<file path="src/rtl/branch_flow_ctrl.sv">
// branch_flow_ctrl: ID-stage branch hazard stall, taken-branch redirect and exception flush sequencing
module branch_flow_ctrl #(
    parameter int EXC_FLUSH_CYCLES = 2,
    parameter int CNT_W = 16
) (
    input  logic             clk,
    input  logic             rst,
    input  logic             id_ctrl_insn,
    input  logic [4:0]       id_rs,
    input  logic [4:0]       id_rt,
    input  logic             id_uses_rt,
    input  logic             is_branch,
    input  logic [31:0]      target_pc,
    input  logic             ex_wreg,
    input  logic [4:0]       ex_waddr,
    input  logic             mem_wreg,
    input  logic [4:0]       mem_waddr,
    input  logic             mem_is_load,
    input  logic             exception,
    input  logic [31:0]      exc_vector,
    input  logic             cnt_clr,
    output logic             stall_pc,
    output logic             stall_ifid,
    output logic             flush_idex,
    output logic             flush_ifid,
    output logic             redirect_valid,
    output logic [31:0]      redirect_pc,
    output logic [1:0]       state_o,
    output logic [CNT_W-1:0] taken_cnt,
    output logic [CNT_W-1:0] stall_cnt
);
    typedef enum logic [1:0] {IDLE = 2'd0, STALL = 2'd1, REDIRECT = 2'd2, EXC_FLUSH = 2'd3} state_t;
    state_t state;
    logic [3:0] exc_cnt;
    logic exc_idex, ex_hz, mem_hz, hz_stall, go_exc, go_redir;
    // A non-load MEM result is forwarded, so only loads in MEM block the compare
    assign ex_hz = ex_wreg && ex_waddr != 5'd0 && (ex_waddr == id_rs || (id_uses_rt && ex_waddr == id_rt));
    assign mem_hz = mem_wreg && mem_is_load && mem_waddr != 5'd0 &&
                    (mem_waddr == id_rs || (id_uses_rt && mem_waddr == id_rt));
    assign hz_stall = id_ctrl_insn && (ex_hz || mem_hz) && !exception && (state == IDLE || state == STALL);
    assign go_exc = exception && state != EXC_FLUSH;
    assign go_redir = !go_exc && !hz_stall && is_branch && (state == STALL || (state == IDLE && id_ctrl_insn));
    assign stall_pc = hz_stall;
    assign stall_ifid = hz_stall;
    assign flush_idex = hz_stall || exc_idex;
    assign state_o = state;
    always_ff @(posedge clk or posedge rst) begin
        if (rst) begin
            state <= IDLE;
            exc_cnt <= '0;
            redirect_pc <= '0;
            redirect_valid <= 1'b0;
            flush_ifid <= 1'b0;
            exc_idex <= 1'b0;
        end else begin
            redirect_valid <= go_exc || go_redir;
            flush_ifid <= go_exc || go_redir;
            exc_idex <= go_exc;
            if (go_exc) begin
                state <= EXC_FLUSH;
                redirect_pc <= exc_vector;
                exc_cnt <= 4'(EXC_FLUSH_CYCLES - 1);
            end else if (go_redir) begin
                state <= REDIRECT;
                redirect_pc <= target_pc;
            end else if (hz_stall)
                state <= STALL;
            else if (state == EXC_FLUSH && exc_cnt != 4'd0)
                exc_cnt <= exc_cnt - 1'b1;
            else
                state <= IDLE;
        end
    end
    always_ff @(posedge clk or posedge rst) begin
        if (rst) begin
            taken_cnt <= '0;
            stall_cnt <= '0;
        end else if (cnt_clr) begin
            taken_cnt <= '0;
            stall_cnt <= '0;
        end else begin
            if (hz_stall && !(&stall_cnt)) stall_cnt <= stall_cnt + 1'b1;
            if (go_redir && !(&taken_cnt)) taken_cnt <= taken_cnt + 1'b1;
        end
    end
endmodule

</file>
<file path="config.mk">
export PLATFORM = sky130hd
export DESIGN_NAME = branch_flow_ctrl
export DESIGN_NICKNAME = d
export VERILOG_FILES = /design/src/rtl/branch_flow_ctrl.sv
export SDC_FILE = /design/constraint.sdc
export NUM_CORES = 1
export LEC_CHECK = 0
export BUFFER_PORTS_ARGS = -buffer_cell sky130_fd_sc_hd__buf_4
export CORE_ASPECT_RATIO = 0.6
export CORE_MARGIN = 3
export CORE_UTILIZATION = 34
export CTS_BUF_LIST = sky130_fd_sc_hd__clkbuf_2
export DETAILED_ROUTE_END_ITERATION = 6
export MAX_ROUTING_LAYER = met4
export PLACE_DENSITY = 0.71
export SLEW_MARGIN = 20
export SYNTH_ARGS = -nofsm -noshare
export SYNTH_HDL_FRONTEND = slang
export SYNTH_SLANG_ARGS = --single-unit
</file>
<file path="constraint.sdc">
create_clock -name clk -period 2.1 [get_ports clk]
set_input_delay 0 -clock clk [delete_from_list [all_inputs] [get_ports clk]]
set_output_delay 0 -clock clk [all_outputs]
set_load 0.03 [all_outputs]
</file>
Word-level counts from Yosys, hierarchy flattened
Index checks and enable logic that the tools add are counted.

Register bits after elaboration: 72. Output and inout bits: 71. Word-level logic and storage cells: 75. Bits of input ports: 94.

Reduce and logical (&&, ||, !) cells: 41. Equality and inequality tests: 10. Mux-type cells: 14. $add $sub $neg: 3.

Operators with widths (count): $mux W16 (4); $mux W32 (2); $add A16 B1 Y16 const B (2); $reduce_and A16 Y1 (2); $eq A5 B5 Y1 (4); $logic_and A1 B1 Y1 (18); $mux W4 (4); $reduce_bool A5 Y1 (2); $mux W2 (4); $reduce_bool A2 Y1 (4); $logic_or A1 B1 Y1 (7); $logic_not A1 Y1 (5); $ne A2 B2 Y1 const B (2); $ne A4 B4 Y1 const B (1); $reduce_bool A4 Y1 (1); $sub A4 B1 Y4 const B (1); $reduce_and A3 Y1 (1); $eq A2 B1 Y1 const B (1); $eq A2 B2 Y1 const B (1); $logic_not A2 Y1 (1); $ne A2 B1 Y1 const B (1).

Depth between registers and ports, before layout
Gate-level depths: netlist (run 1).

Depth in word-level cells: 15. Gate-level depth with buffers: 9. Gate-level depth less buffers: 7.

Worst setup path before layout (run 1)
Ideal clock, no wire load.

Path type: register -> register. From: register taken_cnt[0]. To: register taken_cnt[7]. Data required time: 1972 ps. Arrival time: 2460 ps. Stages on the path, launching flop included: 8. Buffers on the path: 1. Clock period less this slack: 2587 ps. Slack: -487 ps. Library setup time: 128 ps. Cells stage by stage: dfrtp_1 -> ha_1 -> nand2_1 -> or2_2 -> nor3_1 -> clkbuf_1 -> nor3_1 -> mux2_1.

Longest elaborated chain between the ends: 4. Elaborated cells between the ends (all ways): 7. Classes of those cells: 1 x add/sub; 2 x mux; 4 x reduce/logical.

RTL lines: start, declared (line 29) `output logic [CNT_W-1:0] taken_cnt,`; start signal, assigned (line 83) `if (go_redir && !(&taken_cnt)) taken_cnt <= taken_cnt + 1'b1;`; parallel branches: the longest is 4 deep, another holds $add A16 B1 Y16.

Several ways; the timed one is not identified. The select of a mux whose other input is x is not followed. A chain may end at the register's enable or synchronous reset.

Worst setup path after layout (run 1)
From: register state[1] (netlist: state_o[1]). To: register taken_cnt[12].

Longest elaborated chain between the ends: 9. Elaborated cells between the ends (all ways): 15. Classes of those cells: 2 x eq/ne; 13 x reduce/logical.

RTL lines: start, declared (line 33) `state_t state;`; start signal, assigned (line 49) `state <= IDLE;`; start signal, assigned (line 60) `state <= EXC_FLUSH;`; start signal, assigned (line 64) `state <= REDIRECT;`; $eq A2 B1 Y1 or $logic_not A2 Y1 (tied branches) (line 40, 42); $logic_or A1 B1 Y1 (line 40) `assign hz_stall = id_ctrl_insn && (ex_hz || mem_hz) && !exception && (state == IDLE || state == STALL);`; $logic_and A1 B1 Y1 (line 40); $logic_not A1 Y1 (line 42) `assign go_redir = !go_exc && !hz_stall && is_branch && (state == STALL || (state == IDLE && id_ctrl_insn));`; $logic_and A1 B1 Y1 (2 in series) (line 42); $logic_and A1 B1 Y1 * (line 42); $logic_and A1 B1 Y1 * (line 83); $reduce_bool A2 Y1 (no line) *.

Mark *: on every way between the ends. The rest lies on a longest branch, timed or not.

==> summary.txt, run 1 <==
launching point of the worst reg2reg path: state_o[1]$_DFFE_PP0P_
final estimated routing congestion in global placement: 0.795
drt first pass iters: 4
mean routed wirelength per cell: 18.2 µm
total overflow reported by the global router: 0
final standard cell utilization of the core: 0.644
crit path launch type: flop
largest fanout on the critical path: 8
R2R depth: 7
1st-iter DRT viols: 238
max-capacitance violation count: 0
detailed-route vias per instance: 5.31
power per unit of standard cell area: 853 mW/mm²
post-layout min period: 2120 ps
hpwl dp: 8980 µm
highest metal layer used by the detailed router: met4
global-route wire length before repair: 22200 µm
static leakage: 0.00336 µW
post-synthesis cell area: 0.00392 mm²
worst hold start: ex_waddr[0]
TritonCTS clock tree: built
Syn Area/Cell: 9.43 µm²
area of the core region: 0.0109 mm²
maximum clock skew at final layout: 20.6 ps
number of nets in the synthesized netlist: 513
Pins Over Slew Limit: 0
crit end category: flop
Fin. Hold Viols: 0
signal arrival time at the worst endpoint: 2580 ps
Placed Cells: 725
synthesis warning total: 0
CTS root buf: sky130_fd_sc_hd__clkbuf_2
required time reported for the critical path endpoint: 2560 ps
post-route clock period utilization: 1.01
clk sinks: 72
Crit Reg-Reg Endpoint: taken_cnt[12]$_DFFE_PP0P_
total clock buffers created by CTS: 9
final net count: 805
worst min-delay path class: input pin to flop
hold path endpoint: state_o[0]$_DFFE_PP0P_
final-layout worst hold slack: 160 ps
outcome: finished with violations
share of layout cells above drive strength 1: 0.372
VDD IR max: 0.443 mV
Die Wd: 145 µm
met1 routed wirelength after detailed routing: 6390 µm
detailed-routed wire length on met3: 854 µm
starting density of the core: 0.360
kind of critical path: flop to flop
flop2flop setup slack: -20 ps
gate count after technology mapping: 416
Unique masters post-synth: 41
sequential cell area fraction in the yosys report: 0.459
Die Y: 89.2 µm
violated checks: negative setup slack
wire length after detailed routing: 15500 µm
ANT nets after route: 0
Port-buffer cells: 164
unrepaired setup endpoints after global routing: true
number of antenna violations at the first check in global routing: 0
Final setup viols: 8
overall die area: 0.0129 mm²
slew at the pin with the worst max-slew slack: 619 ps
maximum number of pins on one net before global-route repair: 69
drc violations: 0
antenna diode instance count: 0
highest clock rate: 472 MHz
number of placement rows: 29
normalized max-slew margin: 0.587
final worst setup slack: -17.5 ps
Seq cells post-synth: 72
number of cells traversed by the worst hold path: 6
via count of the first global-routing pass: 4502
CTS H-tree depth: 3
met2 wirelength from detailed routing: 7790 µm
IO Count: 165
clk buf depth: 2
Skew-Pair Late Insertion Delay: 560 ps
number of vias after detailed routing: 4522
clock-pin slew on the worst setup and hold paths: 220 ps
post-layout instance count excluding filler cells: 852
area growth from synthesis to final layout: 78.7%
total global-route track usage: 0.226
repair_timing:
item,4_1_cts,5_1_grt
pin swaps,3,22
resized for setup,6,45
setup endpoints to repair,34,55
buffers inserted,1,4
hold buffers,102,0
endpoints found under the hold margin,142,0
cloned,0,5
registers in the layout (all words and copies together) (netlist names):
| name | count |
|---|---|
| exc_cnt | 4 |
| exc_idex | 1 |
| redirect_pc | 32 |
| redirect_valid | 1 |
| stall_cnt | 16 |
| state_o | 2 |
| taken_cnt | 16 |
routing by layer:
| layer | vias up | track usage |
|---|---|---|
| met5 | - | - |
| met4 | 0 | 0.0864 |
| met3 | 41 | 0.0444 |
| met2 | 196 | 0.382 |
| met1 | 2191 | 0.271 |
| li1 | 2094 | - |
report_power, final:
group | leakage (µW) | switching, µW | internal [µW]
clock network | 0.0000870 | 528 | 503
logic | 0.00238 | 1660 | 1290
registers | 0.000893 | 246 | 1760
worst max-delay path, stage by stage, from the launching register on:
cell and delay, ps:
sky130_fd_sc_hd__dfrtp_1 430, sky130_fd_sc_hd__buf_4 130, sky130_fd_sc_hd__buf_4 140, sky130_fd_sc_hd__nor2_2 110, sky130_fd_sc_hd__nand3_2 130, sky130_fd_sc_hd__a221o_4 460, sky130_fd_sc_hd__nor4b_4 290, sky130_fd_sc_hd__mux2_4 330
synth_stat cells, drive strengths merged:
cell type  instances  area share
or4               18       0.034
inv               12       0.011
o311ai             1      0.0022
nor3               3      0.0038
a221o              1      0.0026
xnor2             21       0.047
a21oi             55       0.070
nor2b              7       0.011
and4               1      0.0022
or3                4      0.0064
mux2               8       0.023
o21ai              6      0.0077
nor4b              2      0.0061
nand4             10       0.016
and2               1      0.0016
nand2b             3      0.0048
a22oi              1      0.0019
nor3b              1      0.0019
o2111ai            1      0.0038
o22ai              2      0.0032
a22o               1      0.0022
nor4               5      0.0080
o41ai              1      0.0022
ha                 3      0.0096
buf               10       0.014
xor2               1      0.0022
o31ai             16       0.031
or4b               1      0.0026
o211ai             1      0.0019
nor2              55       0.053
or2                4      0.0064
and3               4      0.0064
clkbuf            14       0.013
dfrtp             72        0.46
mux2i             34       0.087
nand2             18       0.017
nand3             18       0.023
cells by family (layout without fill, tap and decap cells):
group | count (synthesis) | after routing | synth area share
AOI/OAI and AO/OA | 86 | 87 | 0.129
buffers and inverters | 36 | 332 | 0.0389
xor gates and xnor gates | 22 | 22 | 0.0491
DFF | 72 | 72 | 0.459
and+or+nand+nor | 155 | 155 | 0.205
muxes | 42 | 42 | 0.110
adders and majority gates | 3 | 3 | 0.00957
stage by stage:
step	total power, µW	area [µm²]	TNS, ps	worst slack (ps)
2_1_floorplan	3490	3950	0	1.37
3_5_place_dp	4530	5490	-4200	-160
3_3_place_gp	4460	5490	-2350	-112
6_report	5980	7010	-65.6	-17.5
4_1_cts	5820	6710	0	0.743
5_1_grt	6290	7010	-2400	-141
cells in the final DEF (no fill, tap or decap), types with 4 or more instances in the layout:
cell	count
sky130_fd_sc_hd__dlygate4sd3_1	100
sky130_fd_sc_hd__a21oi_2	9
sky130_fd_sc_hd__a21oi_1	46
sky130_fd_sc_hd__buf_6	5
sky130_fd_sc_hd__inv_1	9
sky130_fd_sc_hd__mux2i_1	34
sky130_fd_sc_hd__nor2_1	53
sky130_fd_sc_hd__or4_4	6
sky130_fd_sc_hd__nand2_1	16
sky130_fd_sc_hd__nand4_1	10
sky130_fd_sc_hd__buf_4	192
sky130_fd_sc_hd__mux2_1	6
sky130_fd_sc_hd__nand3_1	17
sky130_fd_sc_hd__nor2b_1	7
sky130_fd_sc_hd__dfrtp_1	68
sky130_fd_sc_hd__or4_1	12
sky130_fd_sc_hd__o31ai_1	16
sky130_fd_sc_hd__dfrtp_2	4
sky130_fd_sc_hd__xnor2_1	21
sky130_fd_sc_hd__or3_1	4
sky130_fd_sc_hd__clkbuf_2	9
worst max-delay path by stage:
stage / to / startpoint / cells past startpoint / slack [ps]
after floorplan: stall_cnt[13]$_DFFE_PP0P_ / state_o[1]$_DFFE_PP0P_ / 7 / 1
after global placement: taken_cnt[8]$_DFFE_PP0P_ / mem_waddr[1] / 7 / -110
after detailed placement: redirect_pc[13]$_DFFE_PP0P_ / state_o[1]$_DFFE_PP0P_ / 8 / -160
after CTS: stall_cnt[9]$_DFFE_PP0P_ / state_o[1]$_DFFE_PP0P_ / 8 / 0.7
after global routing: stall_cnt[7]$_DFFE_PP0P_ / state_o[1]$_DFFE_PP0P_ / 8 / -140
final: taken_cnt[12]$_DFFE_PP0P_ / state_o[1]$_DFFE_PP0P_ / 7 / -20
layout make-up:
type | instances | area, µm²
Fill cell | 813 | 3880
Timing Repair Buffer | 304 | 2650
Multi-Input combinational cell | 309 | 2180
Sequential cell | 72 | 1810
Tap cell | 139 | 174
Clock inverter | 7 | 110
Clock buffer | 9 | 45.0
Inverter | 12 | 45.0
No activity file was read; power rests on OpenSTA's default activity.
==> run 2: changes to the inputs <==
Settings changed: TNS_END_PERCENT set to 30.
==> summary.txt, run 2 (same netlist as run 1, synthesis figures left out) <==
TritonCTS clock tree: built
post-route clock period utilization: 1.01 (about the same)
Pins Over Slew Limit: 0 (unchanged)
total clock buffers created by CTS: 9 (unchanged)
CTS H-tree depth: 3 (unchanged)
violated checks: negative setup slack
post-layout min period: 2120 ps (+1.79 ps)
kind of critical path: flop to flop
Die Y: 89.2 µm (unchanged)
starting density of the core: 0.360 (unchanged)
share of layout cells above drive strength 1: 0.364 (-0.00739)
power per unit of standard cell area: 857 mW/mm² (+0.41%)
commonest cells after routing, fill and taps aside: sky130_fd_sc_hd__buf_4 (192), sky130_fd_sc_hd__dlygate4sd3_1 (100), sky130_fd_sc_hd__dfrtp_1 (69)
IO Count: 165 (unchanged)
hpwl dp: 8980 µm (unchanged)
overall die area: 0.0129 mm² (unchanged)
crit path launch type: flop
worst min-delay path class: input pin to flop
final standard cell utilization of the core: 0.639 (-0.00460)
mean routed wirelength per cell: 17.9 µm (-1.5%)
normalized max-slew margin: 0.579 (-0.00888)
1st-iter DRT viols: 229 (-3.8%)
clk sinks: 72 (unchanged)
antenna diode instance count: 0 (unchanged)
maximum clock skew at final layout: 22.4 ps (+1.74 ps)
highest clock rate: 472 MHz (about the same)
slew at the pin with the worst max-slew slack: 632 ps (+13.3 ps)
Final setup viols: 4 (-4)
Regs by FF count: redirect_pc: 32 flops, stall_cnt: 16 flops, taken_cnt: 16 flops
Sequential cell area: 0.00181 mm² (about the same)
crit end category: flop
maximum number of pins on one net before global-route repair: 69 (unchanged)
Largest register FFs: 32 (unchanged)
total global-route track usage: 0.226 (unchanged)
Filler cells: 821 (+0.98%)
area of the core region: 0.0109 mm² (unchanged)
VDD IR max: 0.442 mV (-0.19%)
via count of the first global-routing pass: 4502 (unchanged)
Most flops, register: redirect_pc
required time reported for the critical path endpoint: 2570 ps (about the same)
wire length after detailed routing: 15200 µm (-1.7%)
Fin. Hold Viols: 0 (unchanged)
area post-placement: 0.00549 mm² (unchanged)
number of vias after detailed routing: 4542 (+0.44%)
final worst setup slack: -19.3 ps (-1.79 ps)
multi-input combinational cell area: 0.00216 mm² (-1.2%)
Skew-Pair Late Insertion Delay: 540 ps (-20 ps)
static leakage: 0.00335 µW (-0.40%)
clk buf depth: 2 (unchanged)
most common library cell in the layout ignoring fill and taps: sky130_fd_sc_hd__buf_4
unrepaired setup endpoints after global routing: true
final-layout worst hold slack: 105 ps (-55.1 ps)
signal arrival time at the worst endpoint: 2590 ps (about the same)
clock-pin slew on the worst setup and hold paths: 190 ps (-30 ps)
total overflow reported by the global router: 0 (unchanged)
Die Wd: 145 µm (unchanged)
Port-buffer cells: 164 (unchanged)
drt first pass iters: 4 (unchanged)
pre-CTS setup slack: -160 ps (unchanged)
largest fanout on the critical path: 8 (unchanged)
outcome: finished with violations
number of antenna violations at the first check in global routing: 0 (unchanged)
global-route wire length before repair: 22200 µm (unchanged)
final estimated routing congestion in global placement: 0.795 (unchanged)
drc violations: 0 (unchanged)
ANT nets after route: 0 (unchanged)
final net count: 803 (-0.25%)
CTS root buf: sky130_fd_sc_hd__clkbuf_2
area growth from synthesis to final layout: 77.5%
detailed-route vias per instance: 5.34 (+0.68%)
number of placement rows: 29 (unchanged)
max-capacitance violation count: 0 (unchanged)
final std cell area, no fill: 0.00696 mm² (-0.71%)
==> run 2: per-stage QoR <==
stage / instances / TNS [ps] / total power, µW
2_1_floorplan: 416 / 0 / 3490
3_3_place_gp: 725 / -2350 / 4460
3_5_place_dp: 725 / -4200 / 4530
4_1_cts: 843 / 0 / 5820
5_1_grt: 850 / -2420 / 6280
6_report: 850 / -47.0 / 5960
==> run 2: final cells by class <==
cell class / instances / area share
repair buffers: 302 / 0.377
multi-input cells: 309 / 0.310
flip-flops and latches: 72 / 0.259
well taps: 139 / 0.0250
clock inverters: 7 / 0.0158
clock buffers: 9 / 0.00647
inverters: 12 / 0.00647
==> run 2: power by group <==
group | internal, µW | switching (µW)
clock network | 503 | 517
logic | 1290 | 1650
registers | 1760 | 245
total | 3550 | 2420
==> run 2: metal layers <==
metal | share of wire | track usage
met3 | 0.059 | 0.0444
met2 | 0.50 | 0.382
met5 | 0 | -
met1 | 0.41 | 0.271
met4 | 0.033 | 0.0864
==> run 2: repair_timing <==
| action | in CTS | in global routing |
|---|---|---|
| cloned | 0 | 5 |
| setup buffers | 1 | 2 |
| hold endpoints to repair | 142 | 0 |
| pin swaps | 3 | 20 |
| gates resized for setup | 6 | 37 |
| hold buffers | 102 | 0 |
| endpoints found under the setup margin | 34 | 55 |
==> run 2: worst paths after layout <==
kind                                   startpoint                     endpoint  slack [ps]  cells after the start
setup / recovery           state_o[1]$_DFFE_PP0P_    stall_cnt[11]$_DFFE_PP0P_         -20                      8
hold / removal                        ex_waddr[0]       state_o[0]$_DFFE_PP0P_         100                      5
setup reg to reg           state_o[1]$_DFFE_PP0P_    stall_cnt[11]$_DFFE_PP0P_         -20                      8
hold reg to reg            exc_cnt[0]$_DFFE_PP0P_       exc_cnt[0]$_DFFE_PP0P_         560                      2
max in group asynchronous                     rst       state_o[1]$_DFFE_PP0P_         740                      5
min in group asynchronous                     rst  redirect_pc[23]$_DFFE_PP0P_         600                      4
==> run 2: worst max-delay path, stage by stage (launching register included) <==
cell and delay, ps:
sky130_fd_sc_hd__dfrtp_1 430, sky130_fd_sc_hd__nor3b_2 190, sky130_fd_sc_hd__buf_4 150, sky130_fd_sc_hd__o211ai_1 120, sky130_fd_sc_hd__a21oi_1 170, sky130_fd_sc_hd__a22oi_2 130
sky130_fd_sc_hd__clkbuf_16 240, sky130_fd_sc_hd__or4_1 480, sky130_fd_sc_hd__a21oi_1 150
==> run 3: changes to the inputs <==
--- a/config.mk
+++ b/config.mk
@@ -7,5 +7,4 @@
 export LEC_CHECK = 0
 export BUFFER_PORTS_ARGS = -buffer_cell sky130_fd_sc_hd__buf_4
-export CORE_ASPECT_RATIO = 0.6
 export CORE_MARGIN = 3
 export CORE_UTILIZATION = 34
==> constraint.sdc (replaced) <==
create_clock -name clk -period 2.1 [get_ports clk]
set_input_delay 0.42 -clock clk [delete_from_list [all_inputs] [get_ports clk]]
set_output_delay 0.42 -clock clk [all_outputs]
set_load 0.03 [all_outputs]
==> summary.txt, run 3 (same netlist as run 1, synthesis figures left out) <==
outcome: finished with violations
violated checks: negative setup slack
global-route wire length before repair: 19400 µm (-13%)
signal arrival time at the worst endpoint: 2030 ps (-560 ps)
Die Wd: 113 µm (-22%)
most common library cell in the layout ignoring fill and taps: sky130_fd_sc_hd__buf_4
total overflow reported by the global router: 0 (unchanged)
detailed-route vias per instance: 5.23 (-2.2%)
hpwl dp: 8760 µm (-2.4%)
antenna diode instance count: 0 (unchanged)
highest clock rate: 408 MHz (-14%)
area of the core region: 0.0110 mm² (+1.3%)
Fin. Hold Viols: 0 (unchanged)
1st-iter DRT viols: 251 (+9.6%)
Regs by FF count: redirect_pc: 32 flops, stall_cnt: 16 flops, taken_cnt: 16 flops
static leakage: 0.00293 µW (-13%)
drt first pass iters: 5 (+1)
starting density of the core: 0.355 (-0.00474)
power per unit of standard cell area: 898 mW/mm² (+4.8%)
ANT nets after route: 0 (unchanged)
number of placement rows: 38 (+31%)
area post-placement: 0.00566 mm² (+3.2%)
largest fanout on the critical path: 3 (-5)
worst min-delay path class: input pin to flop
crit path launch type: input pin
VDD IR max: 0.763 mV (+72%)
post-route clock period utilization: 1.17 (+0.158)
share of layout cells above drive strength 1: 0.442 (+0.0778)
crit end category: output pin
final-layout worst hold slack: 88.2 ps (-16.7 ps)
R2R depth: 9 (+1)
clock-pin slew on the worst setup and hold paths: 220 ps (+30 ps)
Pins Over Slew Limit: 0 (unchanged)
post-layout min period: 2450 ps (+331 ps)
Crit Reg-Reg Endpoint: stall_cnt[6]$_DFFE_PP0P_
Final setup viols: 45 (+41)
Port-buffer cells: 164 (unchanged)
Skew-Pair Late Insertion Delay: 550 ps (about the same)
final net count: 714 (-11%)
clk sinks: 72 (unchanged)
Sequential cell area: 0.00180 mm² (-0.21%)
launching instance or port of the critical path: mem_waddr[1]
unrepaired setup endpoints after global routing: true
slowest stage cell on the critical path: sky130_fd_sc_hd__or4_4
TritonCTS clock tree: built
kind of critical path: input pin to output pin
mean routed wirelength per cell: 16.1 µm (-10%)
IO Count: 165 (unchanged)
final estimated routing congestion in global placement: 0.833 (+4.8%)
Filler cells: 999 (+22%)
CTS root buf: sky130_fd_sc_hd__clkbuf_2
max-capacitance violation count: 0 (unchanged)
via count of the first global-routing pass: 4064 (-9.7%)
flop2flop setup slack: -130 ps (-110 ps)
Most flops, register: redirect_pc
overall die area: 0.0129 mm² (-0.33%)
commonest cells after routing, fill and taps aside: sky130_fd_sc_hd__buf_4 (199), sky130_fd_sc_hd__dfrtp_1 (72), sky130_fd_sc_hd__nor2_1 (52)
total clock buffers created by CTS: 9 (unchanged)
CTS H-tree depth: 3 (unchanged)
area growth from synthesis to final layout: 54.7%
drc violations: 0 (unchanged)
worst hold start: exc_vector[8]
total global-route track usage: 0.194 (-0.0318)
slew at the pin with the worst max-slew slack: 650 ps (+17.7 ps)
Worst setup endpoint: flush_idex
Die Y: 113 µm (+27%)
number of antenna violations at the first check in global routing: 0 (unchanged)
critical-path cell list: buf_4 -> or4_4 -> o2111ai_4 -> inv_2 -> a22o_4 -> or2_4 -> buf_6
multi-input combinational cell area: 0.00221 mm² (+2.4%)
launching point of the worst reg2reg path: state_o[1]$_DFFE_PP0P_
final worst setup slack: -351 ps (-331 ps)
Largest register FFs: 32 (unchanged)
Max stage delay on crit path: 540 ps (+60 ps)
maximum clock skew at final layout: 31.2 ps (+8.77 ps)
required time reported for the critical path endpoint: 1680 ps (-890 ps)
final std cell area, no fill: 0.00607 mm² (-13%)
number of vias after detailed routing: 3984 (-12%)
wire length after detailed routing: 12200 µm (-19%)
maximum number of pins on one net before global-route repair: 73 (+5.8%)
normalized max-slew margin: 0.565 (-0.0130)
clk buf depth: 2 (unchanged)
## run 3: how the worst min path moves through the flow
stage / endpoint / slack, ps / depth (start not counted)
CTS: redirect_pc[8]$_DFFE_PP0P_ / 30 / 3
detailed placement: exc_cnt[0]$_DFFE_PP0P_ / 530 / 2
global route: redirect_pc[6]$_DFFE_PP0P_ / 2 / 3
global placement: exc_cnt[0]$_DFFE_PP0P_ / 510 / 2
floorplan: exc_cnt[0]$_DFFE_PP0P_ / 490 / 2
finish: redirect_pc[8]$_DFFE_PP0P_ / 90 / 3
## run 3: routing by layer
layer | part of all wire | track usage
met1 | 0.40 | 0.225
met2 | 0.49 | 0.318
met3 | 0.082 | 0.0727
met4 | 0.023 | 0.0561
met5 | 0 | -
## run 3: what timing repair did
item / in CTS / in global routing
pin swaps: 23 / 8
buffers inserted: 4 / 3
resized for setup: 22 / 34
cloned: 0 / 2
hold endpoints to repair: 72 / 0
hold buffers: 1 / 0
endpoints found under the setup margin: 41 / 66
## run 3: cell type report
class | instances | area share
Clock buffer | 10 | 0.00825
Sequential cell | 72 | 0.297
Inverter | 12 | 0.00742
Timing Repair Buffer | 214 | 0.281
Tap cell | 140 | 0.0289
Clock inverter | 6 | 0.0138
Multi-Input combinational cell | 308 | 0.364
## run 3: worst max-delay path: cells and delay by family
kind | cells | cell delay (ps)
AND/OR/NAND/NOR | 2 | 790
AO/OA/AOI/OAI | 2 | 500
buffers and inverters | 3 | 320
## run 3: where the power goes
group / switching [µW] / leakage (µW) / internal, µW
sequential: 244 / 0.000900 / 1760
clock: 520 / 0.0000772 / 393
combinational: 1490 / 0.00195 / 1040
total: 2260 / 0.00293 / 3190
## run 3: per-stage QoR
stage / power [µW] / utilization / setup TNS, ps / cells / setup WS, ps
2_1_floorplan: 3500 / - / -17910 / 416 / -263
3_3_place_gp: 4490 / 0.513 / -27690 / 741 / -526
3_5_place_dp: 4550 / 0.513 / -29940 / 741 / -572
4_1_cts: 5520 / 0.538 / -6560 / 761 / -334
5_1_grt: 5830 / 0.550 / -10630 / 762 / -448
6_report: 5450 / 0.550 / -3310 / 762 / -351
